**config.mk**
```make
export PLATFORM = sky130hd
export DESIGN_NAME = i2c_reg_slave
export DESIGN_NICKNAME = d
export VERILOG_FILES = /design/src/rtl/i2c_pkg.sv /design/src/rtl/i2c_line_filter.sv /design/src/rtl/i2c_reg_slave.sv
export SDC_FILE = /design/constraint.sdc
export NUM_CORES = 1
export LEC_CHECK = 0
export CORE_ASPECT_RATIO = 1.4
export CORE_MARGIN = 4
export CORE_UTILIZATION = 32
export CTS_BUF_LIST = sky130_fd_sc_hd__clkbuf_16
export CTS_CLUSTER_DIAMETER = 30
export DETAILED_ROUTE_END_ITERATION = 10
export PLACE_DENSITY = 0.5
export SYNTH_ARGS = -nofsm -noshare
export SYNTH_HDL_FRONTEND = slang
export SYNTH_SLANG_ARGS = --single-unit
```
**constraint.sdc**
```tcl
create_clock -name clk -period 2.37 [get_ports clk]
set_input_delay 0.474 -clock clk [delete_from_list [all_inputs] [get_ports clk]]
set_output_delay 0.474 -clock clk [all_outputs]
set_load 0.02 [all_outputs]
```
**src/rtl/i2c_pkg.sv**
```systemverilog
// Shared types and constants for the I2C register-access target.
package i2c_pkg;

  typedef enum logic [3:0] {
    ST_IDLE,
    ST_ADDR,
    ST_ADDR_ACK,
    ST_PTR,
    ST_PTR_ACK,
    ST_WR_DATA,
    ST_WR_ACK,
    ST_RD_LOAD,
    ST_RD_DATA,
    ST_RD_ACK
  } i2c_state_t;

  localparam logic I2C_ACK  = 1'b0;
  localparam logic I2C_NACK = 1'b1;

  localparam int BIT_CNT_W = 4;
  localparam logic [BIT_CNT_W-1:0] BIT_LAST  = BIT_CNT_W'(7);
  localparam logic [BIT_CNT_W-1:0] BYTE_BITS = BIT_CNT_W'(8);

endpackage

```
**src/rtl/i2c_line_filter.sv**
```systemverilog
// Synchronizes and deglitches SCL/SDA, then reports clock edges and START/STOP.
module i2c_line_filter #(
  parameter int FILTER_LEN = 4
) (
  input  logic clk,
  input  logic rst,
  input  logic scl_in,
  input  logic sda_in,
  output logic sda,
  output logic scl_rise,
  output logic scl_fall,
  output logic start,
  output logic stop
);

  localparam logic [3:0] CNT_MAX = 4'(FILTER_LEN - 1);

  // Index 1 carries SCL, index 0 carries SDA.
  logic [1:0]      sync1;
  logic [1:0]      sync2;
  logic [1:0]      filt;
  logic [1:0]      filt_q;
  logic [1:0][3:0] cnt;

  always_ff @(posedge clk) begin
    if (rst) begin
      sync1  <= '1;
      sync2  <= '1;
      filt   <= '1;
      filt_q <= '1;
      cnt    <= '0;
    end else begin
      sync1  <= {scl_in, sda_in};
      sync2  <= sync1;
      filt_q <= filt;
      for (int i = 0; i < 2; i++) begin
        if (sync2[i] == filt[i]) begin
          cnt[i] <= '0;
        end else if (cnt[i] == CNT_MAX) begin
          filt[i] <= sync2[i];
          cnt[i]  <= '0;
        end else begin
          cnt[i] <= cnt[i] + 4'd1;
        end
      end
    end
  end

  // START/STOP only need SCL to have been high; if SCL falls on the same
  // cycle the bus condition still fires and the FSM gives it priority.
  assign sda      = filt[0];
  assign scl_rise = filt[1] & ~filt_q[1];
  assign scl_fall = ~filt[1] & filt_q[1];
  assign start    = filt_q[1] & filt_q[0] & ~filt[0];
  assign stop     = filt_q[1] & ~filt_q[0] & filt[0];

endmodule

```
**src/rtl/i2c_reg_slave.sv**
```systemverilog
// I2C target that maps bus transfers onto single-cycle register-file strobes,
// with an auto-incrementing 8-bit pointer.
module i2c_reg_slave
  import i2c_pkg::*;
#(
  parameter logic [6:0] DEV_ADDR   = 7'h42,
  parameter int         FILTER_LEN = 4
) (
  input  logic       clk,
  input  logic       rst,
  input  logic       scl_in,
  input  logic       sda_in,
  output logic       sda_oe,
  output logic [7:0] reg_addr,
  output logic [7:0] reg_wdata,
  output logic       reg_wr,
  output logic       reg_rd,
  input  logic [7:0] reg_rdata,
  output logic       busy,
  output i2c_state_t state_dbg
);

  logic sda, scl_rise, scl_fall, start, stop;

  i2c_line_filter #(.FILTER_LEN(FILTER_LEN)) u_filter (
    .clk      (clk),
    .rst      (rst),
    .scl_in   (scl_in),
    .sda_in   (sda_in),
    .sda      (sda),
    .scl_rise (scl_rise),
    .scl_fall (scl_fall),
    .start    (start),
    .stop     (stop)
  );

  i2c_state_t           state;
  logic [BIT_CNT_W-1:0] bit_cnt;
  logic [6:0]           rx_sh;
  logic [7:0]           tx_sh;
  logic                 rw;
  logic [7:0]           rx_byte;
  logic                 shifting;
  logic                 byte_done;

  assign rx_byte   = {rx_sh, sda};
  assign shifting  = (state == ST_ADDR) || (state == ST_PTR) || (state == ST_WR_DATA);
  assign byte_done = scl_rise && shifting && (bit_cnt == BIT_LAST);
  assign state_dbg = state;

  // reg_wr/reg_rd are single-cycle strobes with no back-pressure: the register
  // file must accept a write and present reg_rdata in the cycle the strobe is
  // high. The pointer advances on the cycle after either strobe.
  always_ff @(posedge clk) begin
    if (rst) begin
      state     <= ST_IDLE;
      bit_cnt   <= '0;
      rx_sh     <= '0;
      tx_sh     <= '0;
      rw        <= 1'b0;
      sda_oe    <= 1'b0;
      reg_addr  <= '0;
      reg_wdata <= '0;
      reg_wr    <= 1'b0;
      reg_rd    <= 1'b0;
      busy      <= 1'b0;
    end else begin
      reg_wr <= 1'b0;
      reg_rd <= 1'b0;
      if (reg_wr || reg_rd) reg_addr <= reg_addr + 8'd1;
      if (reg_rd) tx_sh <= reg_rdata;

      if (start) begin
        state   <= ST_ADDR;
        bit_cnt <= '0;
        sda_oe  <= 1'b0;
        busy    <= 1'b0;
      end else if (stop) begin
        state  <= ST_IDLE;
        sda_oe <= 1'b0;
        busy   <= 1'b0;
      end else begin
        if (scl_rise && shifting) begin
          rx_sh   <= rx_byte[6:0];
          bit_cnt <= byte_done ? '0 : bit_cnt + 1'b1;
        end

        unique case (state)
          ST_IDLE: ;
          ST_ADDR: begin
            if (byte_done) begin
              if (rx_byte[7:1] == DEV_ADDR) begin
                rw    <= rx_byte[0];
                busy  <= 1'b1;
                state <= ST_ADDR_ACK;
              end else begin
                state <= ST_IDLE;
              end
            end
          end
          ST_PTR: begin
            if (byte_done) begin
              reg_addr <= rx_byte;
              state    <= ST_PTR_ACK;
            end
          end
          ST_WR_DATA: begin
            if (byte_done) begin
              reg_wdata <= rx_byte;
              reg_wr    <= 1'b1;
              state     <= ST_WR_ACK;
            end
          end
          ST_ADDR_ACK, ST_PTR_ACK, ST_WR_ACK: begin
            // First fall starts the ACK pulse, the second one ends it.
            if (scl_rise && sda_oe && rw && state == ST_ADDR_ACK) begin
              state <= ST_RD_LOAD;
            end else if (scl_fall) begin
              if (!sda_oe) begin
                sda_oe <= 1'b1;
              end else begin
                sda_oe  <= 1'b0;
                bit_cnt <= '0;
                state   <= (state == ST_ADDR_ACK) ? ST_PTR : ST_WR_DATA;
              end
            end
          end
          ST_RD_LOAD: begin
            reg_rd  <= 1'b1;
            bit_cnt <= '0;
            state   <= ST_RD_DATA;
          end
          ST_RD_DATA: begin
            if (scl_fall) begin
              if (bit_cnt == BYTE_BITS) begin
                sda_oe <= 1'b0;
                state  <= ST_RD_ACK;
              end else begin
                sda_oe  <= ~tx_sh[7];
                tx_sh   <= {tx_sh[6:0], 1'b0};
                bit_cnt <= bit_cnt + 1'b1;
              end
            end
          end
          ST_RD_ACK: begin
            if (scl_rise) begin
              if (sda == I2C_ACK) begin
                state <= ST_RD_LOAD;
              end else begin
                busy  <= 1'b0;
                state <= ST_IDLE;
              end
            end
          end
          default: state <= ST_IDLE;
        endcase
      end
    end
  end

endmodule

```
Word level (Yosys, flattened, before mapping). Cells that the tools add are included.

$add $sub $neg: 4. Equality and inequality tests: 37. Mux-type cells: 47. Bitwise logic cells: 17. Reductions and logical operators: 26.

Operator list (count): 8-bit two-way mux (11); 4-bit two-way mux (16); 4-bit case mux with 8 select lines (1); 4-bit inequality test (second input constant) (6); 4-bit by 3-bit equality test with 1-bit output (second input constant) (5); 9-bit AND reduction (2); 4-bit by 2-bit equality test with 1-bit output (second input constant) (4); 2-bit inequality test (second input constant) (8); 1-bit two-way mux (13); 4-bit by 1-bit adder with 4-bit output (second input constant) (3); 4-bit equality test (second input constant) (3); 4-bit case mux with 3 select lines (1); 3-bit OR reduction (4); 1-bit inverter (11); 5-bit inequality test (second input constant) (2); 5-bit AND reduction (2); 3-bit inequality test (second input constant) (3); 8-bit by 1-bit adder with 8-bit output (second input constant) (1); 4-bit AND reduction (2); 7-bit equality test (second input constant) (1); 1-bit AND (6); 3-bit two-way mux (2); 1-bit logical AND (5); 4-bit by 1-bit equality test with 1-bit output (second input constant) (1); other kinds (11) (18).

Register bits: 60. Input bits: 12. Output and inout port bits: 24. Logic and storage cells: 150.

Longest topological paths before layout. Gate-level depths: netlist of the first run.

Depth after elaboration: 11. Depth in mapped cells: 9. Depth with buffers taken out: 7.

Cells and area by module. A second synthesis of the first run with hierarchy kept.

Cell total of the unflattened synthesis: 334. Area total of the unflattened synthesis: 2920.3 µm².

Modules (own cells, without submodules): i2c_reg_slave (times used 1, cells an instance 277, area an instance 2347.3 µm²); i2c_line_filter (times used 1, cells an instance 57, area an instance 573.0 µm²).

Worst setup path after synthesis of the first run. OpenSTA, ideal clock, no wires.

Path kind: reg2reg. Start: register state[1], in the netlist state_dbg[1]. End: register state[0], in the netlist state_dbg[0]. Setup time: 0.123 ns. Arrival: 1.632 ns. Required time: 2.247 ns. Setup slack: 0.616 ns. Cell stages (with the launch flop): 7. Path buffers: 1. Clock period less this slack: 1.754 ns. Cell sequence: dfxtp_1 -> buf_4 -> nor4b_1 -> nand3_1 -> a32oi_2 -> o311a_1 -> o22ai_1.

Longest elaborated chain between the ends: 7. Elaborated cells on any way between the ends: 30.

Ends and longest elaborated chain: from (decl) (line i2c_reg_slave.sv:37) `i2c_state_t state;`; from (signal assigned) (line i2c_reg_slave.sv:124) `state <= (state == ST_ADDR_ACK) ? ST_PTR : ST_WR_DATA;`; 4-bit by 1-bit equality test with 1-bit output / 4-bit by 2-bit equality test with 1-bit output (equally long branches) (line i2c_reg_slave.sv:47, i2c_reg_slave.sv:88); 1-bit logical OR (2 in a row) (line i2c_reg_slave.sv:47) `assign shifting = (state == ST_ADDR) || (state == ST_PTR) || (state == ST_WR_DATA);`; 1-bit logical AND (2 in a row) (line i2c_reg_slave.sv:48) `assign byte_done = scl_rise && shifting && (bit_cnt == BIT_LAST);`; 4-bit inequality test (no line); 9-bit AND reduction (no line).

Several ways; a longest one is shown, not always the timed one. A chain may end at the register's enable or synchronous reset.

Worst setup path after layout of the first run.
Start: register state[0], in the netlist state_dbg[0]. End: register reg_addr[0].

Longest elaborated chain between the ends: 9. Elaborated cells on any way between the ends: 11.

Ends and longest elaborated chain: 4-bit by 1-bit equality test with 1-bit output / 4-bit by 2-bit equality test with 1-bit output (equally long branches) (line i2c_reg_slave.sv:47, i2c_reg_slave.sv:88); 1-bit logical OR (2 in a row) (line i2c_reg_slave.sv:47); 1-bit logical AND (2 in a row) (line i2c_reg_slave.sv:48); 8-bit two-way mux (line i2c_reg_slave.sv:102) `if (byte_done) begin`; 8-bit two-way mux * (line i2c_reg_slave.sv:88) `unique case (state)`; 8-bit two-way mux * (line i2c_reg_slave.sv:78) `end else if (stop) begin`; 8-bit two-way mux * (line i2c_reg_slave.sv:73) `if (start) begin`; to (signal assigned) (line i2c_reg_slave.sv:70) `if (reg_wr || reg_rd) reg_addr <= reg_addr + 8'd1;`; to (signal assigned) (line i2c_reg_slave.sv:103) `reg_addr <= rx_byte;`; to (decl) (line i2c_reg_slave.sv:14) `output logic [7:0] reg_addr,`.

Every way passes the cells marked *; elsewhere a longest branch is shown, timed or not.

==> results of run 1 <==
==> layer usage <==
layer / share of wire / vias to the layer above / global-route usage
met3: 0.032 / 14 / 0.0383
li1: - / 1196 / -
met4: 0.024 / 0 / 0.0651
met2: 0.49 / 37 / 0.226
met5: 0 / - / 0
met1: 0.45 / 1137 / 0.165
==> registers in the layout, summed over array words and instances (netlist names) <==
register and cells:
reg_wr 1, rw 1, reg_wdata 8, u_filter.filt_q 2, u_filter.sync1 2, sda_oe 1
rx_sh 7, tx_sh 8, busy 1, bit_cnt 4, reg_addr 8, u_filter.filt 2
u_filter.sync2 2, reg_rd 1, u_filter.cnt 8, state_dbg 4
==> worst max-delay path by stage <==
stage,end,from,slack (ns),cells after the start
after floorplan,state_dbg[0],state_dbg[1],0.62,6
after global placement,state_dbg[0],state_dbg[3],0.22,5
after detailed placement,state_dbg[0],state_dbg[3],0.19,5
final,reg_addr[0],state_dbg[0],0.27,5
after global routing,reg_addr[0],state_dbg[0],0.12,5
after CTS,state_dbg[0],state_dbg[3],0.18,5
==> cell families (layout without fill, tap and decap cells) <==
kind of cell	count (synthesis)	in the layout	synth area share
AO/OA/AOI/OAI	55	55	0.163
XOR/XNOR	16	16	0.0463
adder cells (fa/ha/maj)	5	5	0.0207
buffers and inverters	28	68	0.0500
flip-flops	60	60	0.397
multiplexers	26	26	0.0860
AND/OR/NAND/NOR	126	126	0.237
==> cell usage after synthesis (4+ instances only) <==
master,count,area share
o21ai_0,6,0.0099
nand2_1,18,0.022
dfxtp_1,60,0.40
nor3b_1,4,0.0099
xor2_1,10,0.029
a21oi_1,9,0.015
nor2b_1,4,0.0083
a211oi_2,13,0.054
ha_1,5,0.021
or2_2,5,0.010
buf_2,4,0.0066
xnor2_1,6,0.017
nand4_1,6,0.012
clkbuf_1,6,0.0074
nand3_1,9,0.015
o211ai_1,4,0.0099
nor2_1,47,0.058
inv_1,9,0.011
mux2i_1,26,0.086
buf_4,5,0.012
==> critical path: stages (launching register included) <==
cell and delay (ns):
dfxtp_1 0.56, and2b_1 0.38, and3_1 0.42, nand4_4 0.31, mux2i_1 0.25, nor2_1 0.05
==> power breakdown <==
group	internal (mW)	switching (mW)
registers	1.03	0.0485
clock network	0.905	0.441
logic	0.124	0.149
total	2.06	0.638
==> final cells by class <==
class / count / area (µm²) / share of cell area
clock buffers: 9 / 225 / 0.0599
inverters: 9 / 33.8 / 0.00898
repair buffers: 43 / 405 / 0.108
well taps: 107 / 134 / 0.0356
multi-input cells: 228 / 1680 / 0.446
flip-flops and latches: 60 / 1200 / 0.320
clock inverters: 7 / 83.8 / 0.0223
==> stage by stage <==
stage	cells	hold WS, ns
3_5_place_dp	447	0.395
5_1_grt	463	0.421
6_report	463	0.404
4_1_cts	463	0.407
2_1_floorplan	316	0.389
3_3_place_gp	447	0.393
==> results.json, run 1 <==
{
  "status": "finished clean",
  "worst_ep_required_time_ns": 2.58,
  "min_path_cells": 1,
  "dieArea_um2": 11100,
  "grt_pass1_vias": 2409,
  "syn_inst": 316,
  "final_area_um2": 3760,
  "drt_iter0_drc": 133,
  "hold_viol": 0,
  "clkLatencyLatePin_ns": 0.33,
  "finalNetCount": 368,
  "drive_gt1_frac": 0.154,
  "worst_slack_ns": 0.271,
  "post-cts-setup-buffers": 0,
  "vias": 2384,
  "period_share": 0.886,
  "cts_tree": "done",
  "fp.dieW_um": 90.2,
  "final_core_util": 0.412,
  "fillCellCount": 931,
  "synthDistinctLibCells": 59,
  "rsz0062_at_grt": "no",
  "cts-htree-levels": 3,
  "ys_ff_latch": 60,
  "hold_buffers": 0,
  "start_util": 0.332,
  "syn_avg_cell_area_um2": 9.58,
  "relSlewSlack": 0.686,
  "r2r_cells": 5,
  "ys_seq_area_frac": 0.397,
  "gp_congestion": 0.816,
  "hpwl_um": 5090,
  "holdCritStartpoint": "u_filter.sync1[0]",
  "die_h_um": 123,
  "clockBufferDepth": 2,
  "cp.arrival_ns": 2.30,
  "track_usage": 0.137,
  "cts_buffers": 9,
  "critPathMaxFanout": 15,
  "grt_max_degree": 29,
  "cap_viol_max_count": 0,
  "hold_class": "flip-flop to flip-flop",
  "cts_sinks": 60,
  "ys_warn_count": 0,
  "drt_wl_total_um": 7230,
  "syn_area_um2": 3030,
  "final.min_clock_period_ns": 2.10,
  "final_common_cell": "dfxtp_1",
  "hold_end": "u_filter.sync2[0]",
  "reg2reg_from": "state_dbg[0]",
  "worst_pin_slew_ns": 0.468,
  "dr.pass1.iters": 4,
  "synth_edf_count": 0,
  "antenna_found_initial": 0,
  "cts-resized-gates": 0,
  "worst-r2r-setup-slack_ns": 0.27,
  "wl_per_cell_um": 15.6,
  "maxSlewViolCount": 0,
  "vias_per_cell": 5.15,
  "cts.reportedPaths.clkPinSlew_ns": 0.05,
  "mostFrequentLayoutCells": "59 x dfxtp_1, 47 x nor2_1, 34 x clkdlybuf4s50_1",
  "critPathCaptureType": "flip-flop",
  "pre_cts_ws_ns": 0.189,
  "regToRegEndpoint": "reg_addr[0]",
  "antenna_left": 0,
  "placementRows": 41,
  "synth_nets": 333,
  "io_buffer_count": 35,
  "synthArstFlopShare": 0,
  "grt_pass1_wl_um": 12000,
  "p_leak_nw": 1.40,
  "cts_root_buf": "clkbuf_16",
  "ir_worst_vdd_mv": 0.410,
  "cp-start-kind": "flip-flop",
  "core_area_um2": 9130,
  "fin_worst_skew_ns": 0.00522,
  "synth_top_flop_cell": "dfxtp_1",
  "setup_viol": 0,
  "power_mw": 2.70,
  "max_freq_mhz": 476,
  "fin_tns_setup_ns": 0,
  "drcViolationCount": 0,
  "io_pins": 36,
  "area_growth_pct": 24.2,
  "antenna_cells": 0,
  "powerDensity_nw_per_um2": 717,
  "post_dp_cell_area_um2": 3450,
  "overflow": 0,
  "crit_type": "flip-flop to flip-flop"
}
(Power assumes the default switching activity.)
==> run 2, diff against run 1 <==
--- a/config.mk
+++ b/config.mk
@@ -6,12 +6,12 @@
 export NUM_CORES = 1
 export LEC_CHECK = 0
 export CORE_ASPECT_RATIO = 1.4
-export CORE_MARGIN = 4
 export CORE_UTILIZATION = 32
 export CTS_BUF_LIST = sky130_fd_sc_hd__clkbuf_16
 export CTS_CLUSTER_DIAMETER = 30
 export DETAILED_ROUTE_END_ITERATION = 10
 export PLACE_DENSITY = 0.5
+export SKIP_LAST_GASP = 1
 export SYNTH_ARGS = -nofsm -noshare
 export SYNTH_HDL_FRONTEND = slang
 export SYNTH_SLANG_ARGS = --single-unit
==> run 2 against run 1 <==
The run now ends with DRC left. Sequential cell count is the same. Final cell count grew 0.65%. Largest cell class unchanged. Clock power is essentially flat.
==> results.json, run 2 (synthesis results as in run 1) <==
{
  "grt_max_degree": 34,
  "antenna_left": 0,
  "wl_per_cell_um": 14.4,
  "status": "finished with violations",
  "cp.arrival_ns": 1.61,
  "clkLatencyLatePin_ns": 0.33,
  "fp.dieW_um": 84.2,
  "hold_buffers": 0,
  "switching_share": 0.233,
  "vias": 2377,
  "cap_viol_max_count": 0,
  "worst_pin_slew_ns": 0.471,
  "drcViolationCount": 10,
  "cp_cell_sequence": "clkdlybuf4s50_1",
  "hold_class": "flip-flop to flip-flop",
  "fin_worst_skew_ns": 0.00510,
  "cts-resized-gates": 0,
  "cts.reportedPaths.clkPinSlew_ns": 0.05,
  "antenna_cells": 0,
  "dr.pass1.iters": 10,
  "cts_tree": "done",
  "period_share": 0.878,
  "p_leak_nw": 1.42,
  "post_dp_cell_area_um2": 3470,
  "worst_ep_required_time_ns": 1.90,
  "cts_buffers": 9,
  "power_mw": 2.70,
  "critPathCaptureType": "primary output",
  "mostFrequentLayoutCells": "60 x dfxtp_1, 47 x nor2_1, 34 x clkdlybuf4s50_1",
  "grt_pass1_wl_um": 11200,
  "violations": "DRC",
  "grt_pass1_vias": 2244,
  "critical_path_buf_inv_count": 1,
  "slowest_delay_ns": 0.69,
  "slowest_stage": "clkdlybuf4s50_1",
  "p_int_mw": 2.07,
  "p_clk_frac": 0.497,
  "gp_congestion": 0.842,
  "pre_cts_ws_ns": 0.294,
  "r2r_cells": 5,
  "crit_family": "buffers and inverters",
  "switchingPower_uw": 627,
  "fillCellCount": 893,
  "cts_sinks": 60,
  "critPathMaxFanout": 11,
  "final.min_clock_period_ns": 2.08,
  "final_area_um2": 3780,
  "powerDensity_nw_per_um2": 713,
  "pwr-share-seq": 0.394,
  "io_pins": 36,
  "final_core_util": 0.416,
  "relSlewSlack": 0.684,
  "core_area_um2": 9080,
  "finalNetCount": 371,
  "max_freq_mhz": 480,
  "rsz0062_at_grt": "no",
  "antenna_found_initial": 0,
  "ir_worst_vdd_mv": 0.354,
  "area_growth_pct": 24.8,
  "overflow": 0,
  "cts_root_buf": "clkbuf_16",
  "fin_tns_setup_ns": 0,
  "dieArea_um2": 9860,
  "drive_gt1_frac": 0.159,
  "regToRegEndpoint": "reg_addr[1]",
  "min_path_cells": 1,
  "hold_end": "u_filter.sync2[0]",
  "crit_type": "flip-flop to primary output",
  "worst_slack_ns": 0.289,
  "hpwl_um": 4840,
  "start_util": 0.333,
  "hold_viol": 0,
  "placementRows": 41,
  "comb_power_share": 0.109,
  "io_buffer_count": 35,
  "drt_iter0_drc": 165,
  "setup_viol": 0,
  "drt_wl_total_um": 6710,
  "vias_per_cell": 5.10,
  "cts-htree-levels": 3,
  "maxSlewViolCount": 0,
  "worst-r2r-setup-slack_ns": 0.29,
  "post-cts-setup-buffers": 0,
  "holdCritStartpoint": "u_filter.sync1[0]",
  "track_usage": 0.149,
  "die_h_um": 117,
  "clockBufferDepth": 2,
  "cp-start-kind": "flip-flop",
  "reg2reg_from": "state_dbg[3]",
  "final_common_cell": "dfxtp_1"
}
[run 2: area by class of cell]
type,count,area (µm²),share of cell area
Multi-Input combinational cell,228,1680,0.443
Sequential cell,60,1200,0.318
Timing Repair Buffer,46,428,0.113
Clock buffer,9,225,0.0596
Tap cell,107,134,0.0354
Clock inverter,7,81.3,0.0215
Inverter,9,33.8,0.00894
[run 2: through the flow]
step / instances / hold slack [ns]
2_1_floorplan: 316 / 0.389
3_3_place_gp: 450 / 0.393
3_5_place_dp: 450 / 0.395
4_1_cts: 466 / 0.407
5_1_grt: 466 / 0.427
6_report: 466 / 0.405
[run 2: how the worst max path moves through the flow]
stage,startpoint,endpoint,cells past startpoint
final,state_dbg[2],state_dbg[2],1
after global routing,state_dbg[3],reg_addr[1],5
after CTS,state_dbg[3],reg_addr[1],5
after detailed placement,state_dbg[3],reg_addr[1],5
after global placement,state_dbg[3],reg_addr[0],5
after floorplan,state_dbg[1],state_dbg[0],6
[run 2: power groups by stage]
stage | Clock, mW | Sequential (mW) | Combinational, mW
3_5_place_dp | 0 | 1.08 | 0.293
4_1_cts | 1.38 | 1.06 | 0.293
3_3_place_gp | 0 | 1.08 | 0.289
2_1_floorplan | 0 | 1.08 | 0.203
6_report | 1.34 | 1.06 | 0.293
5_1_grt | 1.43 | 1.07 | 0.315
[run 2: layer usage]
layer | share of wire | GRT usage | wire length [µm]
met5 | 0 | 0 | 0
met1 | 0.43 | 0.169 | 2900
met2 | 0.51 | 0.252 | 3420
met3 | 0.037 | 0.0379 | 245
met4 | 0.021 | 0.0897 | 144
==> run 3, diff against run 2 <==
--- a/config.mk
+++ b/config.mk
@@ -10,6 +10,7 @@
 export CTS_BUF_LIST = sky130_fd_sc_hd__clkbuf_16
 export CTS_CLUSTER_DIAMETER = 30
 export DETAILED_ROUTE_END_ITERATION = 10
+export GPL_TIMING_DRIVEN = 0
 export PLACE_DENSITY = 0.5
 export SKIP_LAST_GASP = 1
 export SYNTH_ARGS = -nofsm -noshare
==> run 3 against run 2 <==
The flow still finishes with violations (DRC). Clock skew rose by 0.00075 ns. Non-clock buffer count rose by 7. Largest power group unchanged. Sequential power barely moved. Final cell count rose by 1.5%. Critical path depth rose by 6. Global-route usage rose by 1.1 points. Setup slack improved by 0.061 ns. Register-to-register slack improved by 0.06 ns. Maximum frequency rose by 3.0%. First-iteration DRC count fell by 3.0%. Sequential cell count did not move.
==> results.json, run 3 (synthesis results as in run 1) <==
{
  "drt_wl_total_um": 7200,
  "fin_tns_setup_ns": 0,
  "ir_worst_vdd_mv": 0.395,
  "worst_pin_slew_ns": 0.785,
  "fin_hold_ws_ns": 0.409,
  "cts-resized-gates": 0,
  "maxSlewViolCount": 0,
  "hold_end": "u_filter.sync2[1]",
  "post_dp_cell_area_um2": 3500,
  "track_usage": 0.159,
  "antenna_found_initial": 0,
  "gp_congestion": 0.809,
  "cap_viol_max_count": 0,
  "violations": "DRC",
  "r2r_cells": 7,
  "grt_pass1_vias": 2329,
  "mostFrequentLayoutCells": "60 x dfxtp_1, 47 x nor2_1, 34 x clkdlybuf4s50_1",
  "crit_type": "flip-flop to flip-flop",
  "cts_root_buf": "clkbuf_16",
  "dp_cells": 457,
  "worst-r2r-setup-slack_ns": 0.35,
  "io_buffer_count": 34,
  "cts_tree": "done",
  "cp.arrival_ns": 2.22,
  "regToRegEndpoint": "reg_wdata[6]",
  "final_area_um2": 3790,
  "status": "finished with violations",
  "top_usage_layer": "met2",
  "final.min_clock_period_ns": 2.02,
  "p_leak_nw": 1.42,
  "wl_per_cell_um": 15.2,
  "worst_slack_ns": 0.350,
  "fin_worst_skew_ns": 0.00585,
  "critical_path_buf_inv_count": 1,
  "hold_buffers": 0,
  "core_area_um2": 9080,
  "setup_viol": 0,
  "met1_usage": 0.188,
  "hpwl_um": 5120,
  "grt_pass1_wl_um": 11900,
  "pre_cts_ws_ns": 0.381,
  "fp.dieW_um": 84.2,
  "post-cts-setup-buffers": 0,
  "period_share": 0.852,
  "dieArea_um2": 9860,
  "die_h_um": 117,
  "finalNetCount": 378,
  "critPathCaptureType": "flip-flop",
  "powerDensity_nw_per_um2": 690,
  "hold_viol": 0,
  "relSlewSlack": 0.477,
  "cp-start-kind": "flip-flop",
  "slowest_stage": "nor3_4",
  "worst_ep_required_time_ns": 2.57,
  "drcViolationCount": 10,
  "placementRows": 41,
  "io_pins": 36,
  "final_common_cell": "dfxtp_1",
  "use_met3": 0.0337,
  "cp_cell_sequence": "ha_1, and3b_1, buf_4, nand4_4, nor3_4, mux2i_1, nor2_1",
  "startpoint": "bit_cnt[0]",
  "antenna_left": 0,
  "drive_gt1_frac": 0.153,
  "cts.reportedPaths.clkPinSlew_ns": 0.05,
  "dr.pass1.iters": 9,
  "fillCellCount": 929,
  "holdCritStartpoint": "u_filter.sync1[1]",
  "grt_max_degree": 11,
  "start_util": 0.333,
  "max_freq_mhz": 495,
  "clkLatencyLatePin_ns": 0.33,
  "antenna_cells": 0,
  "rsz0062_at_grt": "no",
  "critPathMaxFanout": 8,
  "stdcell_count": 473,
  "vias": 2402,
  "slowest_delay_ns": 0.47,
  "cts-htree-levels": 3,
  "crit_family": "simple AND/OR/NAND/NOR gates",
  "use_met2": 0.273,
  "vias_per_cell": 5.08,
  "drt_iter0_drc": 160,
  "reg2reg_from": "bit_cnt[0]",
  "cts_buffers": 9,
  "cts_sinks": 60,
  "hold_class": "flip-flop to flip-flop",
  "area_growth_pct": 25.0,
  "overflow": 0,
  "clockBufferDepth": 2,
  "min_path_cells": 1
}
[run 3: changes by cell type in the layout (fill, tap and decap cells not counted), sizes merged]
cell,delta
clkbuf,+6
buf,+1
bufinv,-1
inv,+1
[run 3: worst max-delay path by stage]
stage | endpoint | cells after the start
floorplan | state_dbg[0] | 6
global placement | reg_wdata[5] | 7
detailed placement | reg_wdata[0] | 7
CTS | reg_wdata[6] | 7
global route | reg_wdata[6] | 7
finish | reg_wdata[6] | 7
[run 3: power by group]
| part | total, mW | switching, mW | internal, mW | leakage (nW) |
|---|---|---|---|---|
| clock | 1.25 | 0.453 | 0.797 | 0.143 |
| combinational | 0.312 | 0.176 | 0.136 | 0.792 |
| sequential | 1.05 | 0.0223 | 1.03 | 0.485 |
| total | 2.61 | 0.651 | 1.96 | 1.42 |
[run 3: cell type report]
class / count / area [µm²] / share of cell area
sequential: 60 / 1200 / 0.317
timing repair buffer: 34 / 340 / 0.0899
multi-input combinational: 228 / 1680 / 0.442
tap: 107 / 134 / 0.0354
clock buffer: 9 / 225 / 0.0595
inverter: 9 / 33.8 / 0.00892
buffer: 19 / 118 / 0.0311
clock inverter: 7 / 58.8 / 0.0155
[run 3: worst register-to-register path, cell delays in order, from the launching register on]
cell and delay [ns]:
dfxtp_1 0.39, ha_1 0.23, and3b_1 0.18, buf_4 0.16, nand4_4 0.14, nor3_4 0.47, mux2i_1 0.27, nor2_1 0.05
[run 3: metal layers]
metal / wire length (µm) / vias up
li1: - / 1223
met1: 3220 / 1128
met2: 3550 / 39
met3: 254 / 12
met4: 167 / 0
met5: 0 / -
[run 3: metrics by stage]
stage	power [mW]	util
final	2.61	0.417
after global routing	2.70	0.417
after CTS	2.64	0.417
after detailed placement	1.38	0.386
after global placement	1.38	0.386
after floorplan	1.29	-
